[src/rtl/cpu_pkg.sv]
// Shared widths, jump encodings and fetch FSM states.
// Imported by fetch_unit and pc_next.
package cpu_pkg;

    localparam int XLEN = 32;
    localparam int OPW  = 6;

    typedef enum logic [1:0] {
        J_SEQ = 2'b00,
        J_IMM = 2'b01,
        J_REG = 2'b10,
        J_RSV = 2'b11
    } jump_e;

    typedef enum logic [1:0] {
        S_BOOT  = 2'b00,
        S_FETCH = 2'b01,
        S_VALID = 2'b10
    } fetch_state_e;

endpackage

[src/rtl/pc_next.sv]
// Next-PC select: jump-imm, jump-reg, branch, else pc+4; word aligned.
// In: pc_plus4, target26, jump, pcsrc, targets. Out: next_pc.
module pc_next
    import cpu_pkg::*;
(
    input  logic [XLEN-1:0] pc_plus4,
    input  logic [25:0]     target26,
    input  logic [1:0]      jump,
    input  logic            pcsrc,
    input  logic [XLEN-1:0] branch_target,
    input  logic [XLEN-1:0] jump_reg_target,
    output logic [XLEN-1:0] next_pc
);

    logic            sel_imm;
    logic            sel_reg;
    logic            sel_br;
    logic            sel_seq;
    logic [XLEN-1:0] raw;

    // One-hot selects; jumps win over the branch, and the
    // reserved jump code falls through like sequential.
    assign sel_imm = (jump == J_IMM);
    assign sel_reg = (jump == J_REG);
    assign sel_br  = pcsrc && !sel_imm && !sel_reg;
    assign sel_seq = !sel_imm && !sel_reg && !sel_br;

    always_comb begin
        raw = pc_plus4;
        unique case (1'b1)
            sel_imm: raw = {pc_plus4[31:28], target26, 2'b00};
            sel_reg: raw = jump_reg_target;
            sel_br:  raw = branch_target;
            sel_seq: raw = pc_plus4;
            default: raw = pc_plus4;
        endcase
    end

    assign next_pc = raw & 32'hFFFF_FFFC;

endmodule

[src/rtl/fetch_unit.sv]
// Single-outstanding instruction fetch: BOOT -> FETCH -> VALID loop.
// imem_* request port, stall/PcSrc/Jump consume side, instr/op/pc out.
module fetch_unit
    import cpu_pkg::*;
#(
    parameter logic [31:0] RESET_PC = 32'h0000_0000
) (
    input  logic        clk,
    input  logic        reset,
    output logic        imem_req,
    output logic [31:0] imem_addr,
    input  logic        imem_ready,
    input  logic [31:0] imem_rdata,
    input  logic        stall,
    input  logic        PcSrc,
    input  logic [1:0]  Jump,
    input  logic [31:0] branch_target,
    input  logic [31:0] jump_reg_target,
    output logic [31:0] instr,
    output logic [5:0]  op,
    output logic [31:0] pc,
    output logic [31:0] pc_plus4,
    output logic        instr_valid,
    output logic [31:0] retired
);

    fetch_state_e state;
    logic [31:0]  next_pc;

    assign pc_plus4  = pc + 32'd4;
    assign imem_addr = pc;
    assign op        = instr[31:32-OPW];

    pc_next u_pc_next (
        .pc_plus4        (pc_plus4),
        .target26        (instr[25:0]),
        .jump            (Jump),
        .pcsrc           (PcSrc),
        .branch_target   (branch_target),
        .jump_reg_target (jump_reg_target),
        .next_pc         (next_pc)
    );

    always_ff @(posedge clk or posedge reset) begin
        if (reset) begin
            state       <= S_BOOT;
            pc          <= RESET_PC;
            instr       <= '0;
            retired     <= '0;
            imem_req    <= 1'b0;
            instr_valid <= 1'b0;
        end else begin
            unique case (state)
                S_BOOT: begin
                    state    <= S_FETCH;
                    imem_req <= 1'b1;
                end
                S_FETCH: begin
                    if (imem_ready) begin
                        state       <= S_VALID;
                        instr       <= imem_rdata;
                        imem_req    <= 1'b0;
                        instr_valid <= 1'b1;
                    end
                end
                S_VALID: begin
                    // Control inputs only matter on the consume edge.
                    if (!stall) begin
                        state       <= S_FETCH;
                        pc          <= next_pc;
                        retired     <= retired + 32'd1;
                        instr_valid <= 1'b0;
                        imem_req    <= 1'b1;
                    end
                end
                default: begin
                    state       <= S_BOOT;
                    imem_req    <= 1'b0;
                    instr_valid <= 1'b0;
                end
            endcase
        end
    end

endmodule

[config.mk]
export PLATFORM = sky130hd
export DESIGN_NAME = fetch_unit
export DESIGN_NICKNAME = d
export VERILOG_FILES = /design/src/rtl/cpu_pkg.sv /design/src/rtl/pc_next.sv /design/src/rtl/fetch_unit.sv
export SDC_FILE = /design/constraint.sdc
export NUM_CORES = 1
export LEC_CHECK = 0
export ABC_AREA = 0
export CAP_MARGIN = 20
export CORE_ASPECT_RATIO = 0.7
export CORE_MARGIN = 1
export CORE_UTILIZATION = 39
export DETAILED_ROUTE_END_ITERATION = 8
export GPL_TIMING_DRIVEN = 1
export PLACE_DENSITY_LB_ADDON = 0.08
export SYNTH_ARGS = -nofsm -noshare
export SYNTH_HDL_FRONTEND = slang
export SYNTH_SLANG_ARGS = --single-unit
[constraint.sdc]
create_clock -name clk -period 2.8 [get_ports clk]
set_input_delay 0.28 -clock clk [delete_from_list [all_inputs] [get_ports clk]]
set_output_delay 0.28 -clock clk [all_outputs]
set_load 0.1 [all_outputs]
# Word level (Yosys, flattened, before mapping)

Cells that the tools add are included.

Memories: 0
Output and inout bits: 168
Word-level logic and storage cells: 35
Input port bits: 103
Flip-flop bits (word level): 98
Memory bits (writable): 0
Bits in read-only memories: 0
Latch bits: 0

Multipliers: 0
Equality and inequality tests: 6
Shifts and indexed selects: 0
Divide/modulo/power cells: 0
Order comparisons: 0
Bitwise logic cells: 2
Add/subtract/negate cells: 2
Muxes and demuxes: 10
Reductions and logical operators: 9

Operators by type and width:

| operator                | number |
|---|---|
| $pmux W32 S3            | 1 |
| $add A32 B1 Y32 const B | 1 |
| $add A32 B3 Y32 const B | 1 |
| $pmux W1 S3             | 2 |
| $pmux W2 S3             | 1 |
| $reduce_and A2 Y1       | 3 |
| $eq A2 B1 Y1 const B    | 2 |
| $eq A2 B2 Y1 const B    | 2 |
| $mux W1                 | 4 |
| $mux W2                 | 2 |
| $ne A2 B2 Y1 const B    | 2 |
| $reduce_and A3 Y1       | 1 |
| $logic_and A1 B1 Y1     | 2 |
| $logic_not A1 Y1        | 2 |
| $logic_not A2 Y1        | 1 |
| $not A1 Y1              | 2 |

# Depth between registers and ports, before layout

Word-level depth: 5
Depth in mapped cells: 8
Mapped depth without buffers: 6

# Cells and area by module

A second synthesis with hierarchy kept.

Cell total of the unflattened synthesis: 565
Area total of the unflattened synthesis: 6175.9 um2

By module, submodules not included:

| module     | sequential area each (um2) | cells an instance | times used | area an instance (um2) |
|---|---|---|---|---|
| fetch_unit | 2477.4                     | 411               | 1          | 4815.9 |
| pc_next    | 0.0                        | 154               | 1          | 1360.1 |

# Worst setup path after synthesis

No wires, ideal clock.

Kind: reg-to-output
From: reg pc[12] (netlist: imem_addr[12])
To: out pc_plus4[28]
Stages on the path, launching flop included: 6
Path slack: -1.520 ns
Data required time: 2.520 ns
Data arrival time: 4.040 ns
Path through: dfrtp_1 -> nand4_1 -> nor4_4 -> and4_1 -> nand3_1 -> xnor2_1

Cells in the longest elaborated chain, start to end: 1

RTL lines:

| item                   | line             | source |
|---|---|---|
| start, declared        | fetch_unit.sv:21 | `output logic [31:0] pc,` |
| start signal, assigned | fetch_unit.sv:70 | `pc <= next_pc;` |
| $add A32 B3 Y32        | fetch_unit.sv:30 | `assign pc_plus4 = pc + 32'd4;` |
| end, declared          | fetch_unit.sv:22 | `output logic [31:0] pc_plus4,` |

Every way passes these cells.

# Worst setup path after layout

From: reg pc[2] (netlist: imem_addr[2])
To: out pc_plus4[17]

The elaborated chain is that of the path after synthesis.

==> impl_metrics.ini <==
[status]
status = complete, no violations

[synthesis]
synth_seq_area_share = 0.3852
avgSynthCellArea_um2 = 9.266
synth-edff-count = 0
syn-cell-area_mm2 = 0.006301
yosys.area.top_type = dfrtp_1
synth_top_area_share = 0.3852
synthAdderAreaFrac = 0.003971
synth_common_cells = dfrtp_1 (97), xnor2_1 (45), nand2_1 (43), buf_4 (42), clkbuf_1 (36)
yosysMostFrequentCell = dfrtp_1
synth.distinct_cells = 52
ys_async_sr_fraction = 1.000
synth_top_family_by_area = simple AND/OR/NAND/NOR gates
synth-main-ff-cell = dfrtp_1
ys_warn_count = 0
synth-xor-area-share = 0.08340
ys_top_cells_by_area = dfrtp_1 (39%), xnor2_1 (6.3%), mux2_2 (5.7%)
synth_compound_area_frac = 0.1307
muxShareOfSynthArea = 0.1128
synth_seq_cells = 97
synth-simple-area-share = 0.1910
synthCells = 680

[sta]
finalWorstSetupSlack_ps = 158.5
hold_viol = 0
fin_skew_ps = 13.17
relSlewSlack = 0.4359
fin_crit_ps = 2642
report.final.slew_viol_count = 0
period_share = 0.9434
tightestPinTransition_ps = 846.2
clock.fmax_mhz = 378.6
rsz0062_at_grt = no
setup_viol = 0

[worst_setup_path]
cp_cell_sequence = nand3_1 > or2_2 > nor3_1 > nand3_1 > xnor2_4 > buf_12
cp_common_cell = nand3_1
critPathSlowestCell = dfrtp_2
crit_path_end_kind = primary output
reg2reg_setup_slack_ps = 700
crit_arrival_ps = 2360
reg2reg_from = imem_addr[12]
slowest_delay_ps = 470
setup.worst_path.class = reg -> out
required_ps = 2520
crit_path_max_fanout = 7
cp-start-kind = register
crit_path_start = imem_addr[2]

[layout]
nets = 996
areaGrowthSynthToFinish_pct = 51.99
diodes = 0
final_layout_size_suffix_gt1_frac = 0.3371

[global_route]
grt_max_degree = 59
groute.layer.met1.usage = 0.3553
use_met2 = 0.3692
track_usage = 0.2488
first_global_vias = 5646
grt_busiest_layer = met2
grt_antenna_before_repair = 0
grt_use_met3 = 0.06814
grt_pass1_wl_um = 31550
grt_overflow = 0

[die]
design.die.area_mm2 = 0.01668
die_w_um = 153.9
fp-row-count = 38
die_h_um = 108.3
core_area_mm2 = 0.01564
io_pins = 271
initial_core_util = 0.4028

[drt]
wl_um = 20490
vias_per_cell = 5.393
vias = 5911
drc = 0
drtPass1Iterations = 4
drt_iter0_drc = 364
wl_per_cell_um = 18.69
antenna_left = 0

[hold_path]
hp-class = in -> async

[clock_network]
cts_buffer_depth = 2
cts.sinks = 97
clkTransAtPathRegs_ps = 80
cts-buffers-inserted = 9
clk-insertion-delay-late_ps = 360
htreeDepth = 3
cts-root-buf = clkbuf_16
cts_tree = yes

[placement]
hpwlAfterDp_um = 15940
port_buffers = 260
dp_slack_ps = 352.2
gp_congestion = 0.8150

[job]
maxCapViolations = 0
==> worst paths after layout <==
check                           endpoint  cells after the start
min reg2reg                  retired[31]                      1
max                         pc_plus4[17]                      6
max reg2reg                imem_addr[31]                      7
min                            instr[28]                      2
min in group clk           imem_addr[10]                      4
max in group asynchronous  imem_addr[16]                      3
==> registers in the layout, summed over array words and instances (netlist names) <==
| register | count |
|---|---|
| state | 2 |
| instr | 32 |
| imem_addr | 30 |
| instr_valid | 1 |
| retired | 32 |
==> placed cells by master (no fill, tap or decap), types with 24 or more instances in the layout <==
cell / n
a21oi_1: 33
buf_12: 26
buf_4: 160
clkdlybuf4s50_1: 95
dfrtp_1: 75
mux2_2: 32
mux2i_1: 35
nand2_1: 43
nand3_1: 26
nor2_1: 30
xnor2_1: 24
==> per-stage QoR <==
step / TNS (ps) / utilization / cell area (um^2) / hold WS, ps / cells
after CTS: 0 / 0.6089 / 9524 / 412.0 / 1091
after detailed placement: 0 / 0.5890 / 9214 / 473.3 / 1073
after global routing: 0 / 0.6122 / 9577 / 468.2 / 1096
after global placement: 0 / 0.5890 / 9214 / 462.1 / 1073
final: 0 / 0.6122 / 9577 / 391.8 / 1096
after floorplan: -1966 / - / 6823 / 426.3 / 685
==> critical path, delay by kind of cell, from the launching register on <==
kind,cells,cell delay (ps)
AND/OR/NAND/NOR,4,1130
buffers and inverters,1,190
XOR/XNOR,1,210
flip-flops,1,470
==> cells by family after synthesis <==
group	after synthesis
AO/OA/AOI/OAI	126
XOR/XNOR	60
multiplexers	67
AND/OR/NAND/NOR	216
other	1
adder cells (fa/ha/maj)	2
flip-flops	97
buffers and inverters	111
==> final cells by class <==
class | count | area, um^2
Timing Repair Buffer | 283 | 2683
Clock inverter | 7 | 70.07
Tap cell | 200 | 250.2
Sequential cell | 97 | 2455
Clock buffer | 9 | 225.2
Inverter | 23 | 90.09
Fill cell | 1313 | 6066
Multi-Input combinational cell | 477 | 3804
==> routing by layer <==
layer | vias to the layer above | part of all wire
met3 | 18 | 0.078
li1 | 2810 | -
met4 | 0 | 0.015
met5 | - | 0
met2 | 255 | 0.44
met1 | 2828 | 0.47
==> repair_timing <==
item | CTS | global route
hold buffers | 0 | 0
hold endpoints to repair | 0 | 0
pin swaps | 1 | 1
gates resized for setup | 0 | 3
endpoints found under the setup margin | 3 | 6
buffers inserted | 2 | 5
Power is not shown: default switching activity piles up to over one toggle a cycle in this logic, so the estimate is an artifact.
